`config.mk`:
```
export PLATFORM = sky130hd
export DESIGN_NAME = traffic_lamp_monitor
export DESIGN_NICKNAME = d
export VERILOG_FILES = /design/src/rtl/traffic_pkg.sv /design/src/rtl/lamp_dir_check.sv /design/src/rtl/traffic_lamp_monitor.sv
export SDC_FILE = /design/constraint.sdc
export NUM_CORES = 1
export LEC_CHECK = 0
export ABC_AREA = 1
export CORE_UTILIZATION = 60
export CTS_BUF_LIST = sky130_fd_sc_hd__clkbuf_2
export DETAILED_ROUTE_END_ITERATION = 6
export HOLD_SLACK_MARGIN = 0.05
export PLACE_DENSITY = 0.8
export SLEW_MARGIN = 25
export SYNTH_ARGS = -nofsm -noshare
export SYNTH_HDL_FRONTEND = slang
export SYNTH_HIERARCHICAL = 1
export SYNTH_SLANG_ARGS = --single-unit
export TNS_END_PERCENT = 50
```
`constraint.sdc`:
```
create_clock -name CK -period 3.4 [get_ports CK]
set_clock_uncertainty 0.15 [all_clocks]
set_input_delay 0.68 -clock CK [delete_from_list [all_inputs] [get_ports CK]]
set_output_delay 0.68 -clock CK [all_outputs]
set_load 0.1 [all_outputs]
```
`src/rtl/traffic_pkg.sv`:
```
// Shared lamp-state and fault-code types for the traffic lamp monitor.
// Lamp triples are packed {grn, ylw, red} throughout.
package traffic_pkg;

    typedef enum logic [1:0] {
        LampRed  = 2'd0,
        LampGrn  = 2'd1,
        LampYlw  = 2'd2,
        LampDark = 2'd3
    } lamp_e;

    typedef enum logic [2:0] {
        FaultNone     = 3'd0,
        FaultConflict = 3'd1,
        FaultLamp     = 3'd2,
        FaultSeq      = 3'd3,
        FaultYshort   = 3'd4,
        FaultStuck    = 3'd5
    } fault_e;

    // Multi-lamp patterns also decode to DARK; they are flagged separately.
    function automatic lamp_e lamp_decode(input logic [2:0] lamps);
        case (lamps)
            3'b001:  return LampRed;
            3'b100:  return LampGrn;
            3'b010:  return LampYlw;
            default: return LampDark;
        endcase
    endfunction

    function automatic logic lamp_multi(input logic [2:0] lamps);
        return (lamps[2] & lamps[1]) | (lamps[2] & lamps[0]) | (lamps[1] & lamps[0]);
    endfunction

    function automatic logic step_legal(input lamp_e prev_st, input lamp_e next_st);
        return (prev_st == next_st)
            || (prev_st == LampRed && next_st == LampGrn)
            || (prev_st == LampGrn && next_st == LampYlw)
            || (prev_st == LampYlw && next_st == LampRed);
    endfunction

endpackage

```
`src/rtl/lamp_dir_check.sv`:
```
// Per-direction lamp decode, transition legality and dwell counting.
// dwell_q counts consecutive samples ending at P that share P's decoded state.
module lamp_dir_check
    import traffic_pkg::*;
#(
    parameter int unsigned YMIN  = 3,
    parameter int unsigned CNT_W = 8
) (
    input  logic       clk_i,
    input  logic       rst_ni,
    input  logic       en_i,
    input  logic       s_vld_i,
    input  logic       p_vld_i,
    input  logic       fm_i,
    input  logic [2:0] s_lamps_i,
    input  logic [2:0] p_lamps_i,
    output lamp_e      ph_o,
    output logic       multi_o,
    output logic       dark_o,
    output logic       seq_o,
    output logic       yshort_o
);

    localparam logic [CNT_W-1:0] DwellMax = {CNT_W{1'b1}};
    localparam logic [CNT_W-1:0] YminC    = CNT_W'(YMIN);

    lamp_e            s_st, p_st;
    lamp_e            ph_d, ph_q;
    logic [CNT_W-1:0] dwell_d, dwell_q;
    logic             chk;

    always_comb begin
        s_st     = lamp_decode(s_lamps_i);
        p_st     = lamp_decode(p_lamps_i);
        chk      = s_vld_i && p_vld_i && !fm_i;
        multi_o  = s_vld_i && lamp_multi(s_lamps_i);
        dark_o   = s_vld_i && (s_lamps_i == 3'b000);
        seq_o    = chk && !step_legal(p_st, s_st);
        yshort_o = chk && (p_st == LampYlw) && (s_st == LampRed) && (dwell_q < YminC);
        ph_d     = en_i ? s_st : ph_q;
        dwell_d  = dwell_q;
        if (en_i && s_vld_i) begin
            if (!p_vld_i || s_st != p_st) begin
                dwell_d = CNT_W'(1);
            end else if (dwell_q != DwellMax) begin
                dwell_d = dwell_q + CNT_W'(1);
            end
        end
    end

    always_ff @(posedge clk_i or negedge rst_ni) begin
        if (!rst_ni) begin
            ph_q    <= LampDark;
            dwell_q <= '0;
        end else begin
            ph_q    <= ph_d;
            dwell_q <= dwell_d;
        end
    end

    assign ph_o = ph_q;

endmodule

```
`src/rtl/traffic_lamp_monitor.sv`:
```
// Traffic lamp monitor: samples both directions' lamps, checks conflicts, lamp
// patterns, sequencing, yellow dwell and stuck lamps, and keeps a sticky fault record.
module traffic_lamp_monitor
    import traffic_pkg::*;
#(
    parameter int unsigned YMIN  = 3,
    parameter int unsigned TMAX  = 255,
    parameter int unsigned CNT_W = 8
) (
    input  logic       CK,
    input  logic       CLRN,
    input  logic       GRN1,
    input  logic       YLW1,
    input  logic       RED1,
    input  logic       GRN2,
    input  logic       YLW2,
    input  logic       RED2,
    input  logic       FM,
    input  logic       TEST,
    input  logic       ACK,
    output logic       FAULT,
    output logic [2:0] FAULT_CODE,
    output logic [3:0] FAULT_CNT,
    output logic [1:0] PH1,
    output logic [1:0] PH2
);

    localparam logic [CNT_W-1:0] TmaxC = CNT_W'(TMAX);

    logic             run_q;
    logic [5:0]       lamps;
    logic [5:0]       s_d, s_q, p_d, p_q;
    logic             s_vld_d, s_vld_q, p_vld_d, p_vld_q;
    logic [CNT_W-1:0] stuck_d, stuck_q;
    logic             stuck_evt, conflict;
    logic             fault_d, fault_q;
    fault_e           code_new, code_d, code_q;
    logic [3:0]       cnt_d, cnt_q;
    lamp_e            ph1, ph2;
    logic             multi1, multi2, dark1, dark2, seq1, seq2, ysh1, ysh2;

    assign lamps = {GRN1, YLW1, RED1, GRN2, YLW2, RED2};

    // Release is taken through one flop, so sampling restarts on the second edge.
    always_ff @(posedge CK or negedge CLRN) begin
        if (!CLRN) begin
            run_q <= 1'b0;
        end else begin
            run_q <= 1'b1;
        end
    end

    always_comb begin
        s_d     = s_q;
        p_d     = p_q;
        s_vld_d = s_vld_q;
        p_vld_d = p_vld_q;
        if (run_q) begin
            s_d     = lamps;
            p_d     = s_q;
            s_vld_d = 1'b1;
            p_vld_d = s_vld_q;
        end
    end

    lamp_dir_check #(
        .YMIN  (YMIN),
        .CNT_W (CNT_W)
    ) u_dir1 (
        .clk_i     (CK),
        .rst_ni    (CLRN),
        .en_i      (run_q),
        .s_vld_i   (s_vld_q),
        .p_vld_i   (p_vld_q),
        .fm_i      (FM),
        .s_lamps_i (s_q[5:3]),
        .p_lamps_i (p_q[5:3]),
        .ph_o      (ph1),
        .multi_o   (multi1),
        .dark_o    (dark1),
        .seq_o     (seq1),
        .yshort_o  (ysh1)
    );

    lamp_dir_check #(
        .YMIN  (YMIN),
        .CNT_W (CNT_W)
    ) u_dir2 (
        .clk_i     (CK),
        .rst_ni    (CLRN),
        .en_i      (run_q),
        .s_vld_i   (s_vld_q),
        .p_vld_i   (p_vld_q),
        .fm_i      (FM),
        .s_lamps_i (s_q[2:0]),
        .p_lamps_i (p_q[2:0]),
        .ph_o      (ph2),
        .multi_o   (multi2),
        .dark_o    (dark2),
        .seq_o     (seq2),
        .yshort_o  (ysh2)
    );

    always_comb begin
        stuck_d   = stuck_q;
        stuck_evt = 1'b0;
        if (run_q && s_vld_q) begin
            if (FM || TEST || !p_vld_q || s_q != p_q) begin
                stuck_d = '0;
            end else if (stuck_q + CNT_W'(1) == TmaxC) begin
                stuck_evt = 1'b1;
                stuck_d   = '0;
            end else begin
                stuck_d = stuck_q + CNT_W'(1);
            end
        end
    end

    always_comb begin
        conflict = s_vld_q && (s_q[5] | s_q[4]) && (s_q[2] | s_q[1]);
        code_new = FaultNone;
        if (conflict) begin
            code_new = FaultConflict;
        end else if (multi1 || multi2 || (!FM && (dark1 || dark2))) begin
            code_new = FaultLamp;
        end else if (seq1 || seq2) begin
            code_new = FaultSeq;
        end else if (ysh1 || ysh2) begin
            code_new = FaultYshort;
        end else if (stuck_evt) begin
            code_new = FaultStuck;
        end
    end

    // A new event outranks ACK; the stored code is only replaced when clear or acked.
    always_comb begin
        fault_d = fault_q;
        code_d  = code_q;
        cnt_d   = cnt_q;
        if (run_q) begin
            if (code_new != FaultNone) begin
                fault_d = 1'b1;
                if (!fault_q || ACK) begin
                    code_d = code_new;
                end
                if (cnt_q != 4'hF) begin
                    cnt_d = cnt_q + 4'd1;
                end
            end else if (ACK) begin
                fault_d = 1'b0;
                code_d  = FaultNone;
            end
        end
    end

    always_ff @(posedge CK or negedge CLRN) begin
        if (!CLRN) begin
            s_q     <= '0;
            p_q     <= '0;
            s_vld_q <= 1'b0;
            p_vld_q <= 1'b0;
            stuck_q <= '0;
            fault_q <= 1'b0;
            code_q  <= FaultNone;
            cnt_q   <= '0;
        end else begin
            s_q     <= s_d;
            p_q     <= p_d;
            s_vld_q <= s_vld_d;
            p_vld_q <= p_vld_d;
            stuck_q <= stuck_d;
            fault_q <= fault_d;
            code_q  <= code_d;
            cnt_q   <= cnt_d;
        end
    end

    assign FAULT      = fault_q;
    assign FAULT_CODE = code_q;
    assign FAULT_CNT  = cnt_q;
    assign PH1        = ph1;
    assign PH2        = ph2;

endmodule

```
==> results of run 1 <==
cells by family (layout without fill, tap and decap cells):
kind of cell | count (synthesis) | after routing | share of synthesized area [%]
AND/OR/NAND/NOR | 271 | 271 | 41.3
buffers and inverters | 63 | 93 | 7.99
XOR/XNOR | 12 | 12 | 3.27
adder cells (fa/ha/maj) | 5 | 5 | 1.95
AO/OA/AOI/OAI | 31 | 31 | 5.53
other | 1 | 1 | 0.117
flip-flops | 51 | 51 | 39.9
synth_stat cells (2+ instances only):
master / instances
a21oi_1: 3
a31oi_1: 2
and3_2: 2
clkinv_1: 2
clkinv_2: 3
dfrtp_1: 47
dfstp_2: 4
ha_1: 5
inv_1: 50
inv_2: 4
nand2_1: 136
nand2_2: 5
nand2_4: 7
nand3_1: 32
nand3_2: 8
nand4_1: 22
nor2_1: 38
nor2_4: 5
nor3_1: 10
nor3b_2: 2
nor4_1: 2
o2111ai_1: 2
o21ai_0: 20
xnor2_1: 3
xor2_1: 9
registers in the layout, indices dropped and copies added, names as in the netlist:
register        cells
FAULT               1
FAULT_CNT           4
FAULT_CODE          3
p_q                 6
p_vld_q             1
run_q               1
s_q                 6
s_vld_q             1
stuck_q             8
u_dir1/dwell_q      8
u_dir1/ph_o         2
u_dir2/dwell_q      8
u_dir2/ph_o         2
placed cells by master, fill, tap and decap left out, drive strengths merged:
cell type      netlist  layout
inv                 54      54
ha                   5       5
clkbuf               1       6
nand2              148     148
nor4                 2       2
nand4               22      22
and3                 2       2
nand3               41      41
dfrtp               47      47
nor3b                2       2
clkinvlp             0       1
o2111ai              2       2
dlygate4sd3          0       1
xor2                 9       9
conb                 1       1
dfstp                4       4
buf                  2      15
a21oi                3       3
nor3                10      10
a31oi                2       2
xnor2                3       3
nand3b               1       1
clkdlybuf4s50        0       9
nor2                43      43
a22o                 1       1
clkinv               6       7
o21ai               21      21
a21boi               2       2
through the flow:
stage	area, sq um	power [mW]	instances	hold WS, ns	setup slack [ns]
finish	3530	1.68	534	0.361	0.802
global route	3530	1.79	534	0.407	0.507
CTS	3530	1.70	534	0.363	0.848
detailed placement	3480	1.45	525	0.320	0.655
global placement	3480	1.44	525	0.315	0.743
floorplan	3210	1.29	434	0.234	1.27
routing by layer:
metal | vias to the layer above | wire, um
li1 | 1447 | -
met1 | 1300 | 3020
met2 | 60 | 3100
met3 | 13 | 212
met4 | 0 | 128
met5 | - | 0
worst max-delay path: stages, from the launching register on:
cell and delay (ns):
dfrtp_1 0.55, nand2_1 0.15, nand2_1 0.09, nor2_1 0.14, nand2_1 0.07, nand2_1 0.08
nand3_2 0.11, o2111ai_1 0.09, inv_1 0.06, nor2_1 0.20, nand2_1 0.10, nor2_1 0.25
nand3_2 0.15, nand2_4 0.11, clkinv_4 0.07, nand2_4 0.06, nand2_1 0.07, nand2_1 0.07
power by group:
part           internal, mW  switching (mW)  total [mW]  leakage [nW]
clock network        0.0524           0.194       0.246        0.0290
logic                 0.174           0.512       0.686          1.14
registers             0.678          0.0749       0.752         0.648
total                 0.904           0.781        1.68          1.82
worst max path at each step:
| stage | start | endpoint | slack (ns) |
|---|---|---|---|
| 2_1_floorplan | s_q[2] | FAULT_CNT[2] | 1.27 |
| 3_3_place_gp | FM | FAULT_CNT[0] | 0.74 |
| 3_5_place_dp | FM | FAULT_CNT[2] | 0.65 |
| 4_1_cts | s_q[4] | FAULT_CNT[2] | 0.85 |
| 5_1_grt | s_q[2] | FAULT_CNT[2] | 0.51 |
| 6_report | s_q[4] | FAULT_CNT[2] | 0.80 |
layout make-up:
| cell class | count | area (sq um) | area share [%] |
|---|---|---|---|
| Sequential cell | 51 | 1280 | 36.3 |
| Timing Repair Buffer | 25 | 210 | 5.96 |
| Inverter | 60 | 234 | 6.63 |
| Tap cell | 70 | 87.6 | 2.48 |
| Clock buffer | 6 | 30.0 | 0.851 |
| Multi-Input combinational cell | 320 | 1670 | 47.4 |
| Clock inverter | 2 | 12.5 | 0.354 |
what timing repair did:
action	4_1_cts	5_1_grt
setup buffers	0	0
hold buffers	1	0
hold endpoints to repair	19	0
==> summary.md, run 1 <==
| Metric | Value |
|---|---|
| Status | complete, no violations |
| Worst Hold Depth | 2 |
| Top post-synthesis cells by area | dfrtp_1 (37%), nand2_1 (16%), inv_1 (5.8%) |
| Gr busiest metal | met2 |
| Root Driver | clkbuf_2 |
| Hold endpoint | u_dir1/ph_o[0] |
| Ys flop type | dfrtp_1 |
| Cell leakage power | 1.82 nW |
| Dpl hpwl | 4.81 mm |
| Reg-to-reg slack, setup | 0.80 ns |
| FF-to-FF path depth | 17 |
| Avg Cell Area, Syn | 7.40 sq um |
| Startpoint types | flop |
| Finished Core Util | 68.7% |
| Final ANT Viol Nets | 0 |
| Final worst path period share | 76.4% |
| Clock latency on the worst-skew pair | 0.43 ns |
| Layout cells sized above 1 | 14.2% |
| Total core area | 5140 sq um |
| CTS tree | yes |
| GRT Residual Overflow | 0 |
| Register area share after synthesis | 39.9% |
| Die ar. | 5650 sq um |
| Fmax | 0.385 GHz |
| Number of global-route vias before repair | 2692 |
| Worst-case clock buffer depth | 2 |
| Setup violators final | 0 |
| Total negative slack | 0 ns |
| First drt pass iteration count | 4 |
| Gpl congestion | 0.840 |
| Synthesized Nets | 450 |
| Initial Util | 62.5% |
| Clk slew on worst S/H paths | 0.26 ns |
| Number of synthesized flops with an enable pin | 0 |
| Ant diodes | 0 |
| PortBufs | 22 |
| Initial DRC Count | 140 |
| Reg2reg start | s_q[4] |
| # DRC | 0 |
| Vias per inst | 5.28 |
| RR Endpoint | FAULT_CNT[2] |
| Seq cells post-synth | 51 |
| Synth Cell Area | 3210 sq um |
| Cell row count | 26 |
| Net count, final | 479 |
| Min Tclk post-route | 2.60 ns |
| Hold path start | u_dir1/ph_o[0] |
| Total number of vias | 2820 |
| Pwr Density | 477 nW/um^2 |
| # H-tree levels | 2 |
| Met3 usage | 4.28% |
| Worst endpoint data arrival time | 2.85 ns |
| Crit path required time | 3.65 ns |
| Crit Path Max Fanout | 9 |
| Yosys Warn Count | 6 |
| GR Util met1 | 34.5% |
| Syn-to-layout area delta | 9.89% |
| Unrepaired setup endpoints after global routing | no |
| Cells after Synth | 434 |
| Sink Count | 51 |
| Max-cap violation count | 0 |
| Die X | 75.2 um |
| CP Capture Type | flop |
| Cts repair resizes | 0 |
| Hold WC Path Type | reg -> reg |
| Largest net degree at the start of global routing | 38 |
| Post-synth ARST share | 100% |
| First-pass GRT wire length | 11.4 mm |
| Critical path type | reg -> reg |
| Met2 Use GR | 43.2% |
| Final hold vios | 0 |
| Die height | 75.2 um |
| Final wirelength | 6.45 mm |
| Yosys top cell area share | 36.6% |
| Peak supply drop | 0.600 mV |
| Initial antenna violation count | 0 |
| Fillers | 471 |
| Post-synth top area cell | dfrtp_1 |
| DR WL/cell | 12.1 um |
| GRT Overall Usage | 26.1% |
| Max-slew violation count | 0 |
| TritonCTS Buffers | 5 |
| I/O pins | 23 |
| Distinct cells, synth | 36 |
Power figures use the tool's default switching activity.
==> run 2: changes to the inputs <==
==> constraint.sdc (replaced) <==
create_clock -name CK -period 2.51 [get_ports CK]
set_clock_uncertainty 0.15 [all_clocks]
set_input_delay 0.502 -clock CK [delete_from_list [all_inputs] [get_ports CK]]
set_output_delay 0.502 -clock CK [all_outputs]
set_load 0.1 [all_outputs]
==> summary.md, run 2 (synthesis results as in run 1) <==
| Metric | Value |
|---|---|
| Hold WC Path Type | reg -> reg |
| Total area of sequential cells | 1290 sq um |
| PortBufs | 22 |
| Hold endpoint | u_dir2/ph_o[0] |
| # DRC | 0 |
| Max-slew violation count | 0 |
| CTS tree | yes |
| Max-cap violation count | 0 |
| Worst setup startpoint | s_q[1] |
| Net count, final | 487 |
| GR Util met1 | 34.3% |
| Reg-to-reg slack, setup | 0.13 ns |
| Largest net degree at the start of global routing | 32 |
| Cell leakage power | 1.86 nW |
| Most frequent cells in the layout | nand2_1 (133), inv_1 (50), dfrtp_1 (42) |
| Final hold vios | 0 |
| Fillers | 434 |
| Worst Tran Pin Value | 0.592 ns |
| Number of global-route vias before repair | 2474 |
| Worst Hold Depth | 2 |
| Initial antenna violation count | 0 |
| Met3 usage | 4.15% |
| DR WL/cell | 12.7 um |
| Finished Core Util | 71.1% |
| FF-to-FF path depth | 17 |
| Hold path start | u_dir2/ph_o[0] |
| Worst-case clock buffer depth | 2 |
| First drt pass iteration count | 4 |
| I/O pins | 23 |
| Vias per inst | 5.28 |
| Dpl hpwl | 4.85 mm |
| Die ar. | 5650 sq um |
| Non-Filler Instances | 542 |
| Min Tclk post-route | 2.38 ns |
| Peak supply drop | 0.732 mV |
| Sink Count | 51 |
| DP Cell Count | 527 |
| Startpoint types | flop |
| Multi-input gate area | 1720 sq um |
| Commonest non-fill, non-tap cell in the layout | nand2_1 |
| Initial Util | 62.5% |
| CP Capture Type | flop |
| Total power | 2.34 mW |
| Final worst path period share | 94.7% |
| TritonCTS Buffers | 5 |
| Gr busiest metal | met2 |
| Largest registers | stuck_q (8), u_dir1/dwell_q (8), u_dir2/dwell_q (8) |
| First-pass GRT wire length | 10.8 mm |
| Die X | 75.2 um |
| Reg2reg start | s_q[1] |
| Die height | 75.2 um |
| Initial DRC Count | 169 |
| Clock latency on the worst-skew pair | 0.44 ns |
| Met2 Use GR | 40.9% |
| Final ANT Viol Nets | 0 |
| Ant diodes | 0 |
| Total core area | 5140 sq um |
| Setup violators final | 0 |
| Crit path required time | 2.78 ns |
| Status | complete, no violations |
| GRT Overall Usage | 25.1% |
| Worst endpoint data arrival time | 2.64 ns |
| Crit Path Max Fanout | 7 |
| Worst rel slew slack | 60.5% |
| GRT Residual Overflow | 0 |
| Final wirelength | 6.90 mm |
| Clk slew on worst S/H paths | 0.27 ns |
| Gpl congestion | 0.854 |
| # H-tree levels | 2 |
| Cell row count | 26 |
| Pre-CTS WS | -0.0524 ns |
| Layout cells sized above 1 | 18.9% |
| RR Endpoint | FAULT_CNT[0] |
| Pwr Density | 641 nW/um^2 |
| Critical path type | reg -> reg |
| Syn-to-layout area delta | 13.7% |
| Worst setup margin | 0.134 ns |
| Total number of vias | 2862 |
| Total negative slack | 0 ns |
| Root Driver | clkbuf_2 |
| Fmax | 0.421 GHz |
run 2: cell count changes in the layout (fill, tap and decap cells not counted), moves of 5 or more:
cell     before  now
buf_4        14   21
dfrtp_2       0    5
nor2_1       38   32
dfrtp_1      47   42
run 2: metal layers:
metal,part of all wire (%),wire (um),vias up
li1,-,-,1463
met1,47,3250,1324
met2,48,3300,65
met3,3.8,265,10
met4,1.1,78,0
met5,0,0,-
run 2: per-stage QoR:
stage / instance area (sq um) / hold WS, ns
after detailed placement: 3500 / 0.319
final: 3650 / 0.357
after global placement: 3500 / 0.315
after CTS: 3560 / 0.359
after floorplan: 3210 / 0.0564
after global routing: 3650 / 0.384
run 2: final cells by class:
type | instances | share of cell area, %
Sequential cell | 51 | 35.3
Clock buffer | 6 | 0.822
Clock inverter | 2 | 0.343
Inverter | 60 | 6.41
Tap cell | 70 | 2.40
Multi-Input combinational cell | 320 | 47.0
Timing Repair Buffer | 33 | 7.74
run 2: timing repair:
item | in CTS | in global routing
hold buffers | 1 | 0
pin swaps | 0 | 2
setup endpoints to repair | 1 | 8
setup buffers | 0 | 6
hold endpoints to repair | 20 | 0
gates resized for setup | 1 | 17
run 2: how the worst max path moves through the flow:
| stage | to | depth (start not counted) | slack, ns |
|---|---|---|---|
| after floorplan | FAULT_CNT[2] | 17 | 0.38 |
| after global placement | FAULT_CNT[0] | 12 | 0.04 |
| after detailed placement | FAULT_CNT[0] | 12 | -0.05 |
| after CTS | FAULT_CNT[0] | 17 | 0.06 |
| after global routing | FAULT_CNT[0] | 17 | -0.05 |
| final | FAULT_CNT[0] | 17 | 0.13 |
run 2: worst max-delay path: stages (launching register included):
cell,delay [ns]
dfrtp_2,0.55
nand2_2,0.10
nand2_1,0.09
nor2_2,0.13
nand2_1,0.07
nand2_1,0.07
nand3_2,0.11
o2111ai_1,0.09
inv_1,0.08
nor2_2,0.13
nand2_1,0.12
nor2_4,0.17
nand3_2,0.12
nand2_4,0.11
clkinv_4,0.07
nand2_4,0.06
nand2_1,0.07
nand2_1,0.06
run 2: power breakdown:
group / internal, mW / leakage, nW / switching, mW / total (mW)
clock network: 0.0708 / 0.0290 / 0.273 / 0.344
registers: 0.919 / 0.642 / 0.107 / 1.03
logic: 0.260 / 1.19 / 0.708 / 0.969
==> RTL change (config.mk and constraints of run 2) <==
`p_q` no longer has a reset.
--- a/src/rtl/traffic_lamp_monitor.sv
+++ b/src/rtl/traffic_lamp_monitor.sv
@@ -156,7 +156,6 @@
     always_ff @(posedge CK or negedge CLRN) begin
         if (!CLRN) begin
             s_q     <= '0;
-            p_q     <= '0;
             s_vld_q <= 1'b0;
             p_vld_q <= 1'b0;
             stuck_q <= '0;
@@ -165,7 +164,6 @@
             cnt_q   <= '0;
         end else begin
             s_q     <= s_d;
-            p_q     <= p_d;
             s_vld_q <= s_vld_d;
             p_vld_q <= p_vld_d;
             stuck_q <= stuck_d;
@@ -173,6 +171,10 @@
             code_q  <= code_d;
             cnt_q   <= cnt_d;
         end
+    end
+
+    always_ff @(posedge CK) begin
+        p_q <= p_d;
     end
 
     assign FAULT      = fault_q;
Behaviour: no difference found for any inputs over 10 cycles, from zero or initial values; that may be too few to reach the edited logic, so the function may still have changed.
==> RTL change against run 2 <==
Wire length grew 0.43%; sequential cell count unchanged; power grew 3.6%; count of clock-buffer cells in the layout down 1; synthesized cell count down 3.2%; design area rose by 1.1%; synthesized area decreased by 1.6%; final cell count shrank 1.3%; critical path type unchanged; worst setup slack got worse by 0.016 ns.
==> RTL change: results (changes against run 2) <==
[sta]
fmax_ghz=0.418  ; -0.67%
drv_slew=0  ; unchanged

[synthesis]
yosys-top-cells-area=dfrtp_1 32%, nand2_1 16%, inv_1 5.8%, edfxtp_1 5.7%, nor2_1 4.8%
syn_nets=436  ; -3.1%
synth_common_cells=131 x nand2_1, 49 x inv_1, 41 x dfrtp_1, 40 x nor2_1, 26 x nand3_1
avgSynthCellArea_um2=7.53  ; +1.7%
synth_edf_count=6  ; +6
synth-seq-area-share=0.415  ; +0.0160
synth-warning-count=6  ; unchanged
synth_top_flop_cell=dfrtp_1
synth-async-reset-ratio=0.882  ; -0.118
synthDistinctLibCells=38  ; +5.6%

[global_routing]
grt_max_degree=46  ; +44%
grt_usage=0.258  ; +0.00677
antenna_found_initial=0  ; unchanged
first_global_vias=2588  ; +4.6%
grt_pass1_wl_um=11000  ; +2.2%
globalRouteOverflowTotal=0  ; unchanged

[finish]
diodes=0  ; unchanged
finalNonFillerCells=535  ; -1.3%
fill_cells=397  ; -8.5%
layout.nets=480  ; -1.4%
largestRegisters=stuck_q: 8 flops, u_dir1/dwell_q: 8 flops, u_dir2/dwell_q: 8 flops
drive_above_1_share=0.224  ; +0.0351

[cts]
clk_path_buf_depth=2  ; unchanged
clk_pin_slew_worst_paths_ns=0.27  ; about the same
cts_buffers=5  ; unchanged
root_buffer=clkbuf_2
cts-htree-levels=2  ; unchanged
clk_latency_ns=0.45

[drt]
routed-via-count=2859  ; -0.10%
first_pass_iters=6  ; +2
drt-initial-drc-count=216  ; +28%
routed_wl_um=6930  ; +0.43%

[placed_design]
portBuffers=22  ; unchanged
gp_congestion=0.800  ; -6.3%
post-dp-hpwl_um=4700  ; -2.9%
post_dp_cell_area_um2=3480  ; -0.82%
place_inst=516  ; -2.1%
place_ws_ns=0.0634  ; +0.116 ns

[pwr]
switchingPower_mw=1.07  ; -1.9%
p_leak_nw=1.84  ; -1.2%
vdd_drop_max_mv=0.727  ; -0.68%

[critical_path]
r2r_cells=16  ; -1
rrSetupSlack_ns=0.12  ; -0.02 ns
reg2reg_from=s_q[5]$_DFFE_PN0P_
critPathLaunch=s_q[5]$_DFFE_PN0P_
endpoint=FAULT_CODE[0]$_DFFE_PN0P_
cp_max_fo=5  ; -2

[run_status]
status=finished, final reports clean

[hold_path]
hold_path_class=primary input to asynchronous set/reset pin

## RTL change: metal layers
| metal | wire, um | up-vias | part of all wire | GRT usage |
|---|---|---|---|---|
| met2 | 3410 | 48 | 0.49 | 0.446 |
| met4 | 76 | 0 | 0.011 | 0.0839 |
| li1 | - | 1438 | - | - |
| met5 | 0 | - | 0 | 0 |
| met3 | 220 | 7 | 0.032 | 0.0366 |
| met1 | 3230 | 1366 | 0.47 | 0.333 |
## RTL change: cell families after synthesis
group | after synthesis | share of synthesized area
simple gates | 265 | 0.407
buf+inv | 61 | 0.0780
flops | 51 | 0.415
compound gates | 25 | 0.0459
xor+xnor | 12 | 0.0333
fa+ha+maj | 5 | 0.0198
other cells | 1 | 0.00119
## RTL change: final cells by class
type,count,area (um^2),area share
well taps,70,87.6,0.0237
clock inverters,3,43.8,0.0119
clock buffers,5,25.0,0.00678
repair buffers,39,328,0.0888
flip-flops and latches,51,1320,0.357
inverters,59,231,0.0627
multi-input cells,308,1660,0.449
## RTL change: stage by stage
step                utilization  TNS (ns)  power [mW]
floorplan                     -         0        1.71
global placement          0.685         0        1.92
finish                    0.728         0        2.42
detailed placement        0.685         0        1.93
CTS                       0.700         0        2.38
global route              0.728    -0.181        2.55
## RTL change: critical path: stages, from the launching register on
cell       delay (ns)
dfrtp_2          0.52
inv_1            0.13
nand2_1          0.10
nor2_2           0.12
nand2_1          0.06
nand2_1          0.07
nand3_2          0.12
o2111ai_1        0.10
inv_1            0.07
nor2_2           0.12
nand2_1          0.10
nor2_2           0.16
buf_4            0.14
nand4_1          0.10
nand2_2          0.10
nand3_1          0.09
nand2_1          0.10
## RTL change: power groups by stage
stage	registers [mW]	clock network (mW)	logic, mW
6_report	1.03	0.446	0.946
5_1_grt	1.04	0.485	1.02
4_1_cts	1.03	0.452	0.901
3_5_place_dp	1.04	0	0.896
3_3_place_gp	1.04	0	0.878
2_1_floorplan	1.42	0	0.298
## RTL change: repair_timing
action,CTS,global route
endpoints found under the setup margin,0,7
resized for setup,0,22
setup buffers,0,10
endpoints found under the hold margin,41,0
hold buffers,1,0
## RTL change: worst min-delay path by stage
stage | from | endpoint | slack (ns) | cells past startpoint
after global placement | u_dir2/ph_o[1]$_DFFE_PN1P_ | u_dir2/ph_o[1]$_DFFE_PN1P_ | 0.33 | 2
after global routing | CLRN | run_q$_DFF_PN0_ | 0.36 | 3
after detailed placement | u_dir1/ph_o[0]$_DFFE_PN1P_ | u_dir1/ph_o[0]$_DFFE_PN1P_ | 0.33 | 2
after CTS | u_dir1/ph_o[0]$_DFFE_PN1P_ | u_dir1/ph_o[0]$_DFFE_PN1P_ | 0.36 | 2
final | CLRN | s_q[5]$_DFFE_PN0P_ | 0.36 | 3
after floorplan | CLRN | FAULT$_DFFE_PN0P_ | 0.06 | 0
